==> src/rtl/subtractor_8bit_serial.sv <==
// Bit-serial two's-complement subtractor: Diff = A - B - Bi, one bit per clock,
// LSB first, with the borrow chain held in a single flip-flop.
//
// state  | meaning
// -------+---------------------------------------------------------------
// IDLE   | in_ready high; waiting for operands
// RUN    | one bit of the difference produced per cycle, cnt = bit index
// DONE   | out_valid high; Diff/Bout/Zero held until out_ready is sampled
module subtractor_8bit_serial #(
    parameter int WIDTH = 8
) (
    input  logic             clk,
    input  logic             rst_n,
    input  logic             in_valid,
    output logic             in_ready,
    input  logic [WIDTH-1:0] A,
    input  logic [WIDTH-1:0] B,
    input  logic             Bi,
    output logic             out_valid,
    input  logic             out_ready,
    output logic [WIDTH-1:0] Diff,
    output logic             Bout,
    output logic             Zero
);

    localparam int            CW   = (WIDTH > 1) ? $clog2(WIDTH) : 1;
    localparam logic [CW-1:0] LAST = CW'(WIDTH - 1);

    typedef enum logic [1:0] {
        S_IDLE = 2'd0,
        S_RUN  = 2'd1,
        S_DONE = 2'd2
    } state_t;

    state_t            r_state;
    state_t            w_state_next;

    logic [WIDTH-1:0]  r_a_sh;
    logic [WIDTH-1:0]  r_b_sh;
    logic [WIDTH-1:0]  r_diff;
    logic [CW-1:0]     r_cnt;
    logic              r_br;
    logic              r_nonzero;
    logic              r_bout;
    logic              r_zero;

    logic              w_accept;
    logic              w_last;
    logic              w_a;
    logic              w_b;
    logic              w_d;
    logic              w_br_next;

    // One-bit full subtractor on the current LSBs of the operand shift registers.
    assign w_a       = r_a_sh[0];
    assign w_b       = r_b_sh[0];
    assign w_d       = w_a ^ w_b ^ r_br;
    assign w_br_next = (~w_a & w_b) | (~(w_a ^ w_b) & r_br);
    assign w_last    = (r_state == S_RUN) && (r_cnt == LAST);

    // State register.
    always_ff @(posedge clk or negedge rst_n) begin
        if (!rst_n) begin
            r_state <= S_IDLE;
        end else begin
            r_state <= w_state_next;
        end
    end

    // Next-state logic; handshake outputs decode the state register only.
    always_comb begin
        w_state_next = r_state;
        in_ready     = 1'b0;
        out_valid    = 1'b0;
        w_accept     = 1'b0;
        case (r_state)
            S_IDLE: begin
                in_ready = 1'b1;
                if (in_valid) begin
                    w_accept     = 1'b1;
                    w_state_next = S_RUN;
                end
            end
            S_RUN: begin
                if (r_cnt == LAST) begin
                    w_state_next = S_DONE;
                end
            end
            S_DONE: begin
                out_valid = 1'b1;
                if (out_ready) begin
                    w_state_next = S_IDLE;
                end
            end
            default: begin
                w_state_next = S_IDLE;
            end
        endcase
    end

    // Datapath: load operands on accept, then shift one bit per RUN cycle.
    // Result registers only move in RUN, so they are frozen throughout DONE.
    always_ff @(posedge clk or negedge rst_n) begin
        if (!rst_n) begin
            r_a_sh    <= '0;
            r_b_sh    <= '0;
            r_diff    <= '0;
            r_cnt     <= '0;
            r_br      <= 1'b0;
            r_nonzero <= 1'b0;
            r_bout    <= 1'b0;
            r_zero    <= 1'b0;
        end else if (w_accept) begin
            r_a_sh    <= A;
            r_b_sh    <= B;
            r_br      <= Bi;
            r_cnt     <= '0;
            r_nonzero <= 1'b0;
        end else if (r_state == S_RUN) begin
            r_a_sh    <= {1'b0, r_a_sh[WIDTH-1:1]};
            r_b_sh    <= {1'b0, r_b_sh[WIDTH-1:1]};
            r_diff    <= {w_d, r_diff[WIDTH-1:1]};
            r_br      <= w_br_next;
            r_nonzero <= r_nonzero | w_d;
            r_cnt     <= r_cnt + CW'(1);
            if (w_last) begin
                r_bout <= w_br_next;
                r_zero <= ~(r_nonzero | w_d);
            end
        end
    end

    assign Diff = r_diff;
    assign Bout = r_bout;
    assign Zero = r_zero;

endmodule
==> config.mk <==
export PLATFORM = sky130hd
export DESIGN_NAME = subtractor_8bit_serial
export DESIGN_NICKNAME = d
export VERILOG_FILES = /design/src/rtl/subtractor_8bit_serial.sv
export SDC_FILE = /design/constraint.sdc
export NUM_CORES = 1
export LEC_CHECK = 0
export BUFFER_PORTS_ARGS = -buffer_cell sky130_fd_sc_hd__buf_4
export CORE_ASPECT_RATIO = 1.75
export CORE_MARGIN = 3
export CORE_UTILIZATION = 40
export CTS_BUF_LIST = sky130_fd_sc_hd__clkbuf_8 sky130_fd_sc_hd__clkbuf_16
export CTS_CLUSTER_SIZE = 40
export DETAILED_ROUTE_END_ITERATION = 10
export SYNTH_ARGS = -nofsm -noshare
export SYNTH_HDL_FRONTEND = slang
export SYNTH_SLANG_ARGS = --single-unit
==> constraint.sdc <==
create_clock -name clk -period 1.1 [get_ports clk]
set_input_delay 0.055 -clock clk [delete_from_list [all_inputs] [get_ports clk]]
set_output_delay 0.055 -clock clk [all_outputs]
set_load 0.02 [all_outputs]
=== Word level (Yosys, flattened, before mapping) ===
Cells that the tools add are included.

* Register bits: 33
* Output and inout bits: 12
* Logic and storage cells: 50

* $add $sub $neg: 1
* Eq/ne operators: 6
* Multiplexer cells: 18
* Bitwise gates (word level): 10
* Reduce and logical (&&, ||, !) cells: 6

{| class="wikitable"
|+ Operator list
! operator !! number
|-
| 8-bit 2-to-1 mux || 4
|-
| 1-bit 2-to-1 mux || 8
|-
| 2-bit 2-to-1 mux || 3
|-
| 3-bit 2-to-1 mux || 2
|-
| 2-bit inequality test (second input constant) || 3
|-
| 2-bit case mux with 3 select lines || 1
|-
| 3-bit AND reduction || 2
|-
| 1-bit inverter || 4
|-
| 3-bit by 1-bit adder with 3-bit output (second input constant) || 1
|-
| 3-bit == test (second input constant) || 1
|-
| 1-bit bitwise AND || 2
|-
| 2-bit by 1-bit == test with 1-bit output (second input constant) || 1
|-
| 2-bit == test (second input constant) || 1
|-
| 2-bit zero test || 1
|-
| 1-bit bitwise OR || 2
|-
| 2-bit AND reduction || 1
|-
| 2-bit nonzero test || 1
|-
| 1-bit bitwise XOR || 2
|-
| 1-bit logical AND || 1
|}

=== Depth between registers and ports, before layout ===
Gate-level depths: netlist of the first run.

* Word-level depth: 6
* Mapped depth: 5
* Mapped depth without buffers: 5

=== Worst setup path before layout of the first run ===
Ideal clock, no wire load.

* Path kind: register to register
* Start point: register r_state[0]
* End point: register r_a_sh[5]
* Data arrival time: 1163 ps
* Setup slack: -186 ps
* Stages on the path, launching flop included: 5
* Path buffers: 1
* Cells stage by stage: dfrtp_1 buf_4 nor2_1 nand3b_1 o221a_2

* Longest elaborated chain between the ends: 3
* Elaborated cells between the ends (all ways): 5

{| class="wikitable"
|+ RTL lines
! item !! RTL line !! source
|-
| from (decl) || 35 || <nowiki>state_t r_state;</nowiki>
|-
| from (signal assigned) || 66 || <nowiki>r_state <= w_state_next;</nowiki>
|-
| 2-bit zero test || 76 || <nowiki>case (r_state)</nowiki>
|-
| 1-bit 2-to-1 mux || 76 ||
|-
| 8-bit 2-to-1 mux or 2-bit nonzero test (tied branches) || n/a ||
|-
| to (signal assigned) || 120 || <nowiki>r_a_sh <= {1'b0, r_a_sh[WIDTH-1:1]};</nowiki>
|-
| to (decl) || 38 || <nowiki>logic [WIDTH-1:0] r_a_sh;</nowiki>
|}

Several ways; a longest one is shown, not always the timed one.
A chain may end at the register's enable or synchronous reset.

=== Final worst setup path of the first run ===
* Start point: register r_state[0]
* End point: output out_valid

* Longest elaborated chain between the ends: 2

{| class="wikitable"
|+ RTL lines
! item !! RTL line !! source
|-
| 2-bit == test || 76 ||
|-
| 1-bit 2-to-1 mux || 76 ||
|-
| to (decl) || 19 || <nowiki>output logic out_valid,</nowiki>
|}

Every way passes these cells.

==> results of run 1 <==
layer usage:
layer	track usage, %	wire, µm	up-vias
met2	33.10	2122	42
met4	11.22	98	0
met1	19.48	1384	606
met5	0	0	-
li1	-	-	625
met3	3.270	175	10
where the power goes:
group          switching (mW)  total [mW]  leakage, nW  internal, mW
Clock                   0.415       0.902       0.0485         0.487
Sequential              0.453        2.24        0.397          1.79
Combinational            1.65        3.62        0.618          1.97
stage by stage:
| step | setup WS, ns | setup TNS (ns) |
|---|---|---|
| final | -0.1637 | -3.069 |
| after global routing | -0.2097 | -4.935 |
| after CTS | -0.1589 | -3.842 |
| after detailed placement | -0.1334 | -2.432 |
| after global placement | -0.1073 | -1.247 |
| after floorplan | -0.1040 | -0.9956 |
synthesized netlist by cell type:
| cell | count |
|---|---|
| or2_2 | 1 |
| fa_1 | 1 |
| buf_4 | 2 |
| buf_2 | 2 |
| a22o_1 | 2 |
| a2bb2oi_1 | 7 |
| buf_6 | 1 |
| dfrtp_1 | 33 |
| o31ai_1 | 2 |
| nand2_1 | 29 |
| clkbuf_8 | 2 |
| o32ai_1 | 1 |
| a21oi_1 | 9 |
| a221oi_1 | 1 |
| clkbuf_1 | 1 |
| nand2b_1 | 1 |
| nand3b_1 | 3 |
| ha_1 | 2 |
| o221a_2 | 2 |
| o21ai_0 | 5 |
| and2b_2 | 2 |
| inv_1 | 4 |
| nor2_1 | 5 |
| o22ai_1 | 17 |
| or2b_4 | 2 |
| nor2_4 | 1 |
worst paths after layout:
path | start | to | slack [ns]
setup / recovery | r_state[0]$_DFFE_PN0P_ | out_valid | -0.16
hold / removal | A[7] | r_a_sh[7]$_DFFE_PN0P_ | 0.04
setup reg to reg | r_state[1]$_DFFE_PN0P_ | r_b_sh[4]$_DFFE_PN0P_ | -0.15
hold reg to reg | Diff[0]$_DFFE_PN0P_ | Diff[0]$_DFFE_PN0P_ | 0.49
max in group asynchronous | rst_n | r_state[0]$_DFFE_PN0P_ | 0.53
min in group asynchronous | rst_n | r_cnt[1]$_DFFE_PN0P_ | 0.25
cell usage in the layout (no fill, tap or decap), types with 2 or more instances in the layout:
master	n
buf_6	13
clkinvlp_4	2
inv_1	2
nand2_2	5
dfrtp_1	32
nor2_4	5
nor2_1	2
o22ai_2	7
nand2_1	23
o22ai_1	9
a21oi_1	7
nand3b_1	3
a21oi_2	2
buf_4	48
clkbuf_8	6
a22o_1	2
a2bb2oi_1	7
or2b_4	2
dlygate4sd3_1	2
o21ai_0	4
tightest hold or removal path, cell delays in order:
cell and delay, ns:
buf_4 0.11, nand2_1 0.04, o21ai_0 0.07
cell type report:
| cell class | count | area share, % |
|---|---|---|
| Sequential cell | 33 | 36.16 |
| Multi-Input combinational cell | 94 | 32.44 |
| Clock buffer | 6 | 3.611 |
| Clock inverter | 1 | 0.1641 |
| Inverter | 4 | 0.9300 |
| Timing Repair inverter | 1 | 0.3282 |
| Timing Repair Buffer | 64 | 23.91 |
| Tap cell | 45 | 2.462 |
sequential cells by signal, indices dropped and copies added (netlist names):
signal,cells
Diff,8
r_br,1
r_b_sh,8
r_state,2
r_nonzero,1
Bout,1
Zero,1
r_a_sh,8
r_cnt,3
cell families (layout without fill, tap and decap cells):
family / Yosys count / after routing / synth area share [%]
fa+ha+maj: 3 / 3 / 3.048
simple gates: 44 / 45 / 14.48
buf+inv: 12 / 76 / 5.588
flops: 33 / 33 / 55.88
compound gates: 46 / 46 / 21.00
what timing repair did:
action | 4_1_cts | 5_1_grt
cloned | 2 | 0
hold buffers | 2 | 0
gates resized for setup | 13 | 36
setup endpoints to repair | 35 | 35
pin swaps | 4 | 13
hold endpoints to repair | 34 | 0
setup buffers | 4 | 8
==> results_dict.tcl, run 1 <==
set metrics [dict create \
    critPathArrivalTime_ns 1.21 \
    yosysTopAreaCellShare_pct 55.88 \
    clock-sinks 33 \
    worstHoldPathType "in -> reg" \
    antenna_cells 0 \
    final_cells 248 \
    startpoint_type "register" \
    clk_pin_slew_worst_paths_ns 0.06 \
    grt_pass1_wl_um 6072 \
    violations "setup timing" \
    reg2regPathDepth 3 \
    synth.avg_cell_area_um2 10.71 \
    worst_slack_ns -0.1637 \
    maxCapViolCount 0 \
    synth_area_leaders "dfrtp_1, nand2_1, o22ai_1, a2bb2oi_1, a21oi_1" \
    antenna_found_initial 0 \
    final_nets 227 \
    outcome "finished with violations" \
    critPathTopFamily "flip-flops" \
    drc 0 \
    start_util_pct 42.60 \
    cts_made_buffers 5 \
    worst_slew_margin_rel_pct 72.01 \
    crit_fanout 5 \
    vias 1283 \
    dieArea_um2 4488 \
    place_inst 225 \
    place.gp.congestion 0.8337 \
    ios 33 \
    crit_type "reg -> out" \
    core.rowCount 28 \
    setup_viol 32 \
    clk_latency_ns 0.28 \
    worst_slew_pin_slew_ns 0.4198 \
    hold_path_depth 3 \
    fin_crit_sh_pct 114.9 \
    cp.depth 4 \
    cellLeakagePower_nw 1.064 \
    finalHoldViolCount 0 \
    vias_per_cell 5.173 \
    total_power_mw 6.765 \
    place_area_um2 1892 \
    yosys_register_bits 33 \
    max_freq_ghz 0.7913 \
    wl_per_cell_um 15.25 \
    wl_um 3781 \
    path_cells "buf_4 > buf_6 > nor2_4 > buf_6" \
    rsz0062_at_grt "true" \
    grt_overflow 0 \
    io_buffers 32 \
    path_buf_inv 3 \
    drv_slew 0 \
    slowest_stage "dfrtp_2" \
    cts_root_buffer "clkbuf_8" \
    htreeDepth 2 \
    yosys_warnings 0 \
    stdcell_area_um2 2287 \
    coreArea_um2 3468 \
    ant_nets 0 \
    multiInputGateArea_um2 742.0 \
    max_stage_delay_ns 0.44 \
    die_w_um 51.95 \
    synth_top_cell_by_area "dfrtp_1" \
    hpwl_um 2556 \
    skew_ns 0.004411 \
    fp.dieH_um 86.41 \
    firstDrtPassIters 4 \
    powerDensity_nw_per_um2 2958 \
    grt_pass1_vias 1341 \
    layout-drive-gt1-share_pct 52.71 \
    nFillCells 273 \
    peakVddDrop_mv 1.758 \
    clock_path_buffers 2 \
    final_util_pct 65.95 \
    critical_path_required_ns 1.04 \
    seq_area_frac_synth_pct 55.88 \
    track_usage_pct 18.60 \
    drt_iter0_drc 18 \
    cts_tree "done" \
    grt_max_degree 34 \
    syn_to_final_growth_pct 54.78 \
    crit_path_end_kind "primary output" \
    min_period_ns 1.264 \
    synthDistinctLibCells 26 \
    regArea_um2 827.0 \
    worst_path_most_repeated_cell "buf_6" \
    synth_area_um2 1478 \
    whs_ns 0.03603 \
    synthCells 138 \
    synth.net_count 162 \
]
Note: power is estimated with default switching activity, not from simulation.
==> inputs of run 2 (changes only) <==
--- a/config.mk
+++ b/config.mk
@@ -6,12 +6,15 @@
 export NUM_CORES = 1
 export LEC_CHECK = 0
 export BUFFER_PORTS_ARGS = -buffer_cell sky130_fd_sc_hd__buf_4
+export CELL_PAD_IN_SITES_DETAIL_PLACEMENT = 1
+export CELL_PAD_IN_SITES_GLOBAL_PLACEMENT = 1
 export CORE_ASPECT_RATIO = 1.75
 export CORE_MARGIN = 3
-export CORE_UTILIZATION = 40
+export CORE_UTILIZATION = 37
 export CTS_BUF_LIST = sky130_fd_sc_hd__clkbuf_8 sky130_fd_sc_hd__clkbuf_16
 export CTS_CLUSTER_SIZE = 40
 export DETAILED_ROUTE_END_ITERATION = 10
+export PLACE_DENSITY_LB_ADDON = 0.1
 export SYNTH_ARGS = -nofsm -noshare
 export SYNTH_HDL_FRONTEND = slang
 export SYNTH_SLANG_ARGS = --single-unit
==> run 2 against run 1 <==
Against the previous run:
- the flow still finishes with violations (setup timing)
- critical endpoint is now r_br$_DFFE_PN0P_
- clock power fell by 0.7%
- global-route usage rose by 3.7 points
- non-clock buffer count rose by 9
- highest routed layer unchanged
- final cell count rose by 4.0%
- cell area rose by 10%
- routed wire length rose by 39%
==> results_dict.tcl, run 2 (same netlist as run 1, synthesis figures left out) <==
set metrics [dict create \
    outcome "finished with violations" \
    violations "setup timing" \
    clock-sinks 33 \
    wl_um 5260 \
    drv_slew 0 \
    p_int_mw 4.695 \
    drt_iter0_drc 18 \
    place_ws_ns -0.1769 \
    pwr-share-clk_pct 11.4 \
    clk_latency_ns 0.29 \
    swShare_pct 40.41 \
    wl_per_cell_um 20.39 \
    worstHoldStart "B[7]" \
    syn_to_final_growth_pct 70.79 \
    fp.dieH_um 89.60 \
    finalHoldViolCount 0 \
    drc 0 \
    skew_ns 0.01174 \
    maxCapViolCount 0 \
    fin_crit_sh_pct 120.3 \
    layout-drive-gt1-share_pct 68.40 \
    place_inst 225 \
    reg2regPathDepth 4 \
    peakVddDrop_mv 1.999 \
    min_period_ns 1.324 \
    min_to "r_b_sh[7]$_DFFE_PN0P_" \
    whs_ns 0.007653 \
    clk_pin_slew_worst_paths_ns 0.07 \
    grt_pass1_vias 1486 \
    worst_slew_pin_slew_ns 0.4394 \
    track_usage_pct 22.33 \
    rsz0062_at_grt "true" \
    htreeDepth 2 \
    final_nets 235 \
    crit_path_end_kind "register" \
    clock_path_buffers 2 \
    cts_root_buffer "clkbuf_8" \
    final_cells 258 \
    grt_overflow 0 \
    ios 33 \
    critPathArrivalTime_ns 1.48 \
    place.gp.congestion 0.7530 \
    max_freq_ghz 0.7555 \
    die_w_um 53.77 \
    powerDensity_nw_per_um2 3122 \
    ant_nets 0 \
    grt_max_degree 34 \
    cts_tree "done" \
    setup_viol 34 \
    grt_pass1_wl_um 7631 \
    firstDrtPassIters 4 \
    antenna_found_initial 0 \
    antenna_cells 0 \
    crit_fanout 7 \
    vias_per_cell 5.357 \
    startpoint_type "register" \
    layout_commonest_cell "buf_4" \
    power_frac_comb_pct 58.5 \
    coreArea_um2 3737 \
    hold_path_depth 3 \
    nFillCells 383 \
    hpwl_um 3048 \
    worst_slack_ns -0.2237 \
    critical_path_required_ns 1.26 \
    worst_slew_margin_rel_pct 70.71 \
    dieArea_um2 4818 \
    crit_type "reg -> reg" \
    vias 1382 \
    core.rowCount 29 \
    timing.rr.end "r_br$_DFFE_PN0P_" \
    io_buffers 32 \
    power_frac_seq_pct 30.1 \
    final_util_pct 67.53 \
    r2r_slack_ns -0.22 \
    tns_ns -5.233 \
    p_sw_mw 3.183 \
    cellLeakagePower_nw 1.153 \
    timing.rr.start "r_state[1]$_DFFE_PN0P_" \
    cts_made_buffers 5 \
    start_util_pct 39.54 \
    worstHoldPathType "in -> reg" \
    final_cell_mix "buf_4, dfrtp_1, buf_6" \
]
-- run 2: cell count changes in the layout (fill, tap and decap cells not counted), sizes merged --
cell and delta:
clkinv +2, buf +9, clkbuf -1, nor2 -1
-- run 2: cell type report --
class | count | area [µm²] | share of cell area (%)
repair inverters | 1 | 7.507 | 0.2975
clock inverters | 3 | 13.76 | 0.5454
flip-flops and latches | 33 | 828.3 | 32.82
clock buffers | 5 | 68.82 | 2.727
inverters | 4 | 18.77 | 0.7437
well taps | 46 | 57.56 | 2.281
multi-input cells | 93 | 887.1 | 35.15
repair buffers | 73 | 641.9 | 25.43
-- run 2: what timing repair did --
| action | 4_1_cts | 5_1_grt |
|---|---|---|
| endpoints found under the setup margin | 35 | 35 |
| pin swaps | 26 | 14 |
| setup buffers | 10 | 12 |
| hold buffers | 2 | 0 |
| gates resized for setup | 48 | 44 |
| cloned | 1 | 0 |
| hold endpoints to repair | 34 | 0 |
-- run 2: worst max-delay path by stage --
stage | start | to | slack, ns | depth (start not counted)
after floorplan | r_b_sh[0]$_DFFE_PN0P_ | Zero$_DFFE_PN0P_ | -0.10 | 3
after global placement | r_b_sh[0]$_DFFE_PN0P_ | Zero$_DFFE_PN0P_ | -0.14 | 3
after detailed placement | r_b_sh[0]$_DFFE_PN0P_ | Zero$_DFFE_PN0P_ | -0.18 | 3
after CTS | r_br$_DFFE_PN0P_ | Zero$_DFFE_PN0P_ | -0.19 | 3
after global routing | r_br$_DFFE_PN0P_ | Zero$_DFFE_PN0P_ | -0.26 | 3
final | r_state[1]$_DFFE_PN0P_ | r_br$_DFFE_PN0P_ | -0.22 | 4
-- run 2: metal layers --
layer | global-route usage [%] | share of wire (%) | vias up
met3 | 3.967 | 3.1 | 7
met1 | 23.73 | 40 | 700
met5 | 0 | 0 | -
met2 | 42.16 | 56 | 33
met4 | 7.674 | 1.5 | 0
li1 | - | - | 642
-- run 2: power by group through the flow --
stage	Sequential, mW	Clock (mW)	Combinational (mW)
floorplan	2.31	0	1.67
global placement	2.19	0	2.77
detailed placement	2.25	0	2.90
CTS	2.29	0.917	3.67
global route	2.43	0.979	4.95
finish	2.37	0.896	4.61
-- run 2: worst max-delay path, stage by stage (launching register included) --
cell and delay [ns]:
dfrtp_2 0.46, buf_6 0.13, or2b_4 0.31, o32ai_4 0.23, a221oi_2 0.07
-- run 2: stage by stage --
stage / power (mW) / instance area, µm²
finish: 7.878 / 2524
floorplan: 3.981 / 1515
global route: 8.361 / 2524
CTS: 6.882 / 2262
global placement: 4.967 / 1886
detailed placement: 5.150 / 1886
==> inputs of run 3 (changes only) <==
--- a/config.mk
+++ b/config.mk
@@ -5,15 +5,15 @@
 export SDC_FILE = /design/constraint.sdc
 export NUM_CORES = 1
 export LEC_CHECK = 0
-export BUFFER_PORTS_ARGS = -buffer_cell sky130_fd_sc_hd__buf_4
 export CELL_PAD_IN_SITES_DETAIL_PLACEMENT = 1
 export CELL_PAD_IN_SITES_GLOBAL_PLACEMENT = 1
 export CORE_ASPECT_RATIO = 1.75
 export CORE_MARGIN = 3
-export CORE_UTILIZATION = 37
+export CORE_UTILIZATION = 40
 export CTS_BUF_LIST = sky130_fd_sc_hd__clkbuf_8 sky130_fd_sc_hd__clkbuf_16
 export CTS_CLUSTER_SIZE = 40
 export DETAILED_ROUTE_END_ITERATION = 10
+export DONT_BUFFER_PORTS = 1
 export PLACE_DENSITY_LB_ADDON = 0.1
 export SYNTH_ARGS = -nofsm -noshare
 export SYNTH_HDL_FRONTEND = slang
==> run 3 against run 2 <==
Against the previous run:
- the run still ends with setup timing left
- cell area is 5.3% lower
- combinational power is 15% lower
- routed wire length hardly changed
- register-to-register slack worse by 0.02 ns
- total power is 5.7% lower
==> results_dict.tcl, run 3 (same netlist as run 1, synthesis figures left out) <==
set metrics [dict create \
    outcome "finished with violations" \
    violations "setup timing" \
    dieArea_um2 4488 \
    layout-drive-gt1-share_pct 54.30 \
    grt_pass1_wl_um 6492 \
    routed.top_layer "met4" \
    worst_slack_ns -0.2482 \
    startpoint_type "register" \
    crit_type "reg -> reg" \
    wl_met2_um 3126 \
    clk_pin_slew_worst_paths_ns 0.07 \
    timing.rr.end "Bout$_DFFE_PN0P_" \
    place_inst 194 \
    setup_viol 34 \
    clk_latency_ns 0.28 \
    htreeDepth 2 \
    critPathArrivalTime_ns 1.55 \
    crit_fanout 5 \
    ant_nets 0 \
    crit_path_end_kind "register" \
    multiInputGateArea_um2 917.1 \
    reg2regPathDepth 5 \
    stdcell_area_um2 2391 \
    final_cells 231 \
    critPathTopFamily "flip-flops" \
    finalHoldViolCount 0 \
    min_period_ns 1.348 \
    final_nets 210 \
    critical_path_required_ns 1.30 \
    hpwl_um 2653 \
    wl_um 5258 \
    clock_path_buffers 2 \
    cts_root_buffer "clkbuf_8" \
    tns_ns -4.175 \
    worstHoldStart "in_valid" \
    clock-sinks 33 \
    peakVddDrop_mv 1.645 \
    worst_slew_pin_slew_ns 0.2876 \
    vias_per_cell 5.797 \
    syn_to_final_growth_pct 61.81 \
    fp.dieH_um 86.41 \
    drv_slew 0 \
    whs_ns 0.004703 \
    skew_ns 0.008537 \
    powerDensity_nw_per_um2 3108 \
    start_util_pct 42.60 \
    cts_made_buffers 5 \
    path_buf_inv 0 \
    ios 33 \
    cellLeakagePower_nw 1.002 \
    core.rowCount 28 \
    place_area_um2 1647 \
    io_buffers 0 \
    vias 1339 \
    regArea_um2 828.3 \
    drt_iter0_drc 24 \
    drc 0 \
    antenna_found_initial 0 \
    worstHoldPathType "in -> reg" \
    track_usage_pct 19.34 \
    worst_slew_margin_rel_pct 80.77 \
    min_to "r_b_sh[0]$_DFFE_PN0P_" \
    grt_max_degree 34 \
    max_stage_delay_ns 0.39 \
    maxCapViolCount 0 \
    coreArea_um2 3468 \
    slowest_stage "dfrtp_1" \
    total_power_mw 7.431 \
    grt_pass1_vias 1423 \
    final_cell_mix "dfrtp_1, dlygate4sd3_1, nand2_1" \
    path_cells "ha_2 > ha_4 > nand3b_1 > nand2_1 > o21ai_1" \
    layout_commonest_cell "dfrtp_1" \
    fin_crit_sh_pct 122.6 \
    die_w_um 51.95 \
    hold_path_depth 2 \
    antenna_cells 0 \
    max_freq_ghz 0.7417 \
    grt_overflow 0 \
    wl_per_cell_um 22.76 \
    final_util_pct 68.94 \
    place.gp.congestion 0.7558 \
    wl_met3_um 231 \
    nFillCells 311 \
    cts_tree "done" \
    wl_met1_um 1793 \
    r2r_slack_ns -0.25 \
    firstDrtPassIters 4 \
    place_ws_ns -0.1878 \
    timing.rr.start "r_cnt[1]$_DFFE_PN0P_" \
    rsz0062_at_grt "true" \
]
-- run 3: routing by layer --
metal / vias to the layer above / GRT usage [%]
li1: 591 / -
met1: 693 / 20.04
met3: 12 / 4.819
met4: 0 / 6.921
met5: - / 0
met2: 43 / 35.97
-- run 3: how the worst max path moves through the flow --
stage                               start          endpoint  slack, ns  cells past startpoint
global placement         r_br$_DFFE_PN0P_  Zero$_DFFE_PN0P_      -0.11                      3
finish               r_cnt[1]$_DFFE_PN0P_  Bout$_DFFE_PN0P_      -0.25                      5
detailed placement  r_b_sh[0]$_DFFE_PN0P_  Zero$_DFFE_PN0P_      -0.19                      3
CTS                  r_cnt[1]$_DFFE_PN0P_  Zero$_DFFE_PN0P_      -0.15                      5
global route         r_cnt[1]$_DFFE_PN0P_  Bout$_DFFE_PN0P_      -0.31                      5
floorplan           r_b_sh[0]$_DFFE_PN0P_  Zero$_DFFE_PN0P_      -0.10                      3
-- run 3: layout make-up --
class / count / area share [%]
repair buffers: 47 / 19.94
inverters: 4 / 0.7849
flip-flops and latches: 33 / 34.64
well taps: 45 / 2.355
clock inverters: 1 / 0.1570
repair inverters: 1 / 0.3140
multi-input cells: 94 / 38.36
clock buffers: 6 / 3.454
-- run 3: worst register-to-register path, cell delays in order (launching register included) --
cell and delay (ns):
dfrtp_1 0.39, ha_2 0.21, ha_4 0.16, nand3b_1 0.24, nand2_1 0.14, o21ai_1 0.13
-- run 3: timing repair --
action / CTS / global route
pin swaps: 8 / 20
endpoints found under the hold margin: 48 / 3
buffers inserted: 3 / 8
gates resized for setup: 33 / 53
gates cloned: 0 / 2
endpoints found under the setup margin: 35 / 35
hold buffers: 16 / 2
-- run 3: report_power, final --
| part | switching (mW) | total, mW | internal (mW) |
|---|---|---|---|
| combinational | 1.84 | 3.91 | 2.07 |
| sequential | 0.810 | 2.60 | 1.79 |
| clock | 0.433 | 0.920 | 0.487 |
| total | 3.09 | 7.43 | 4.34 |
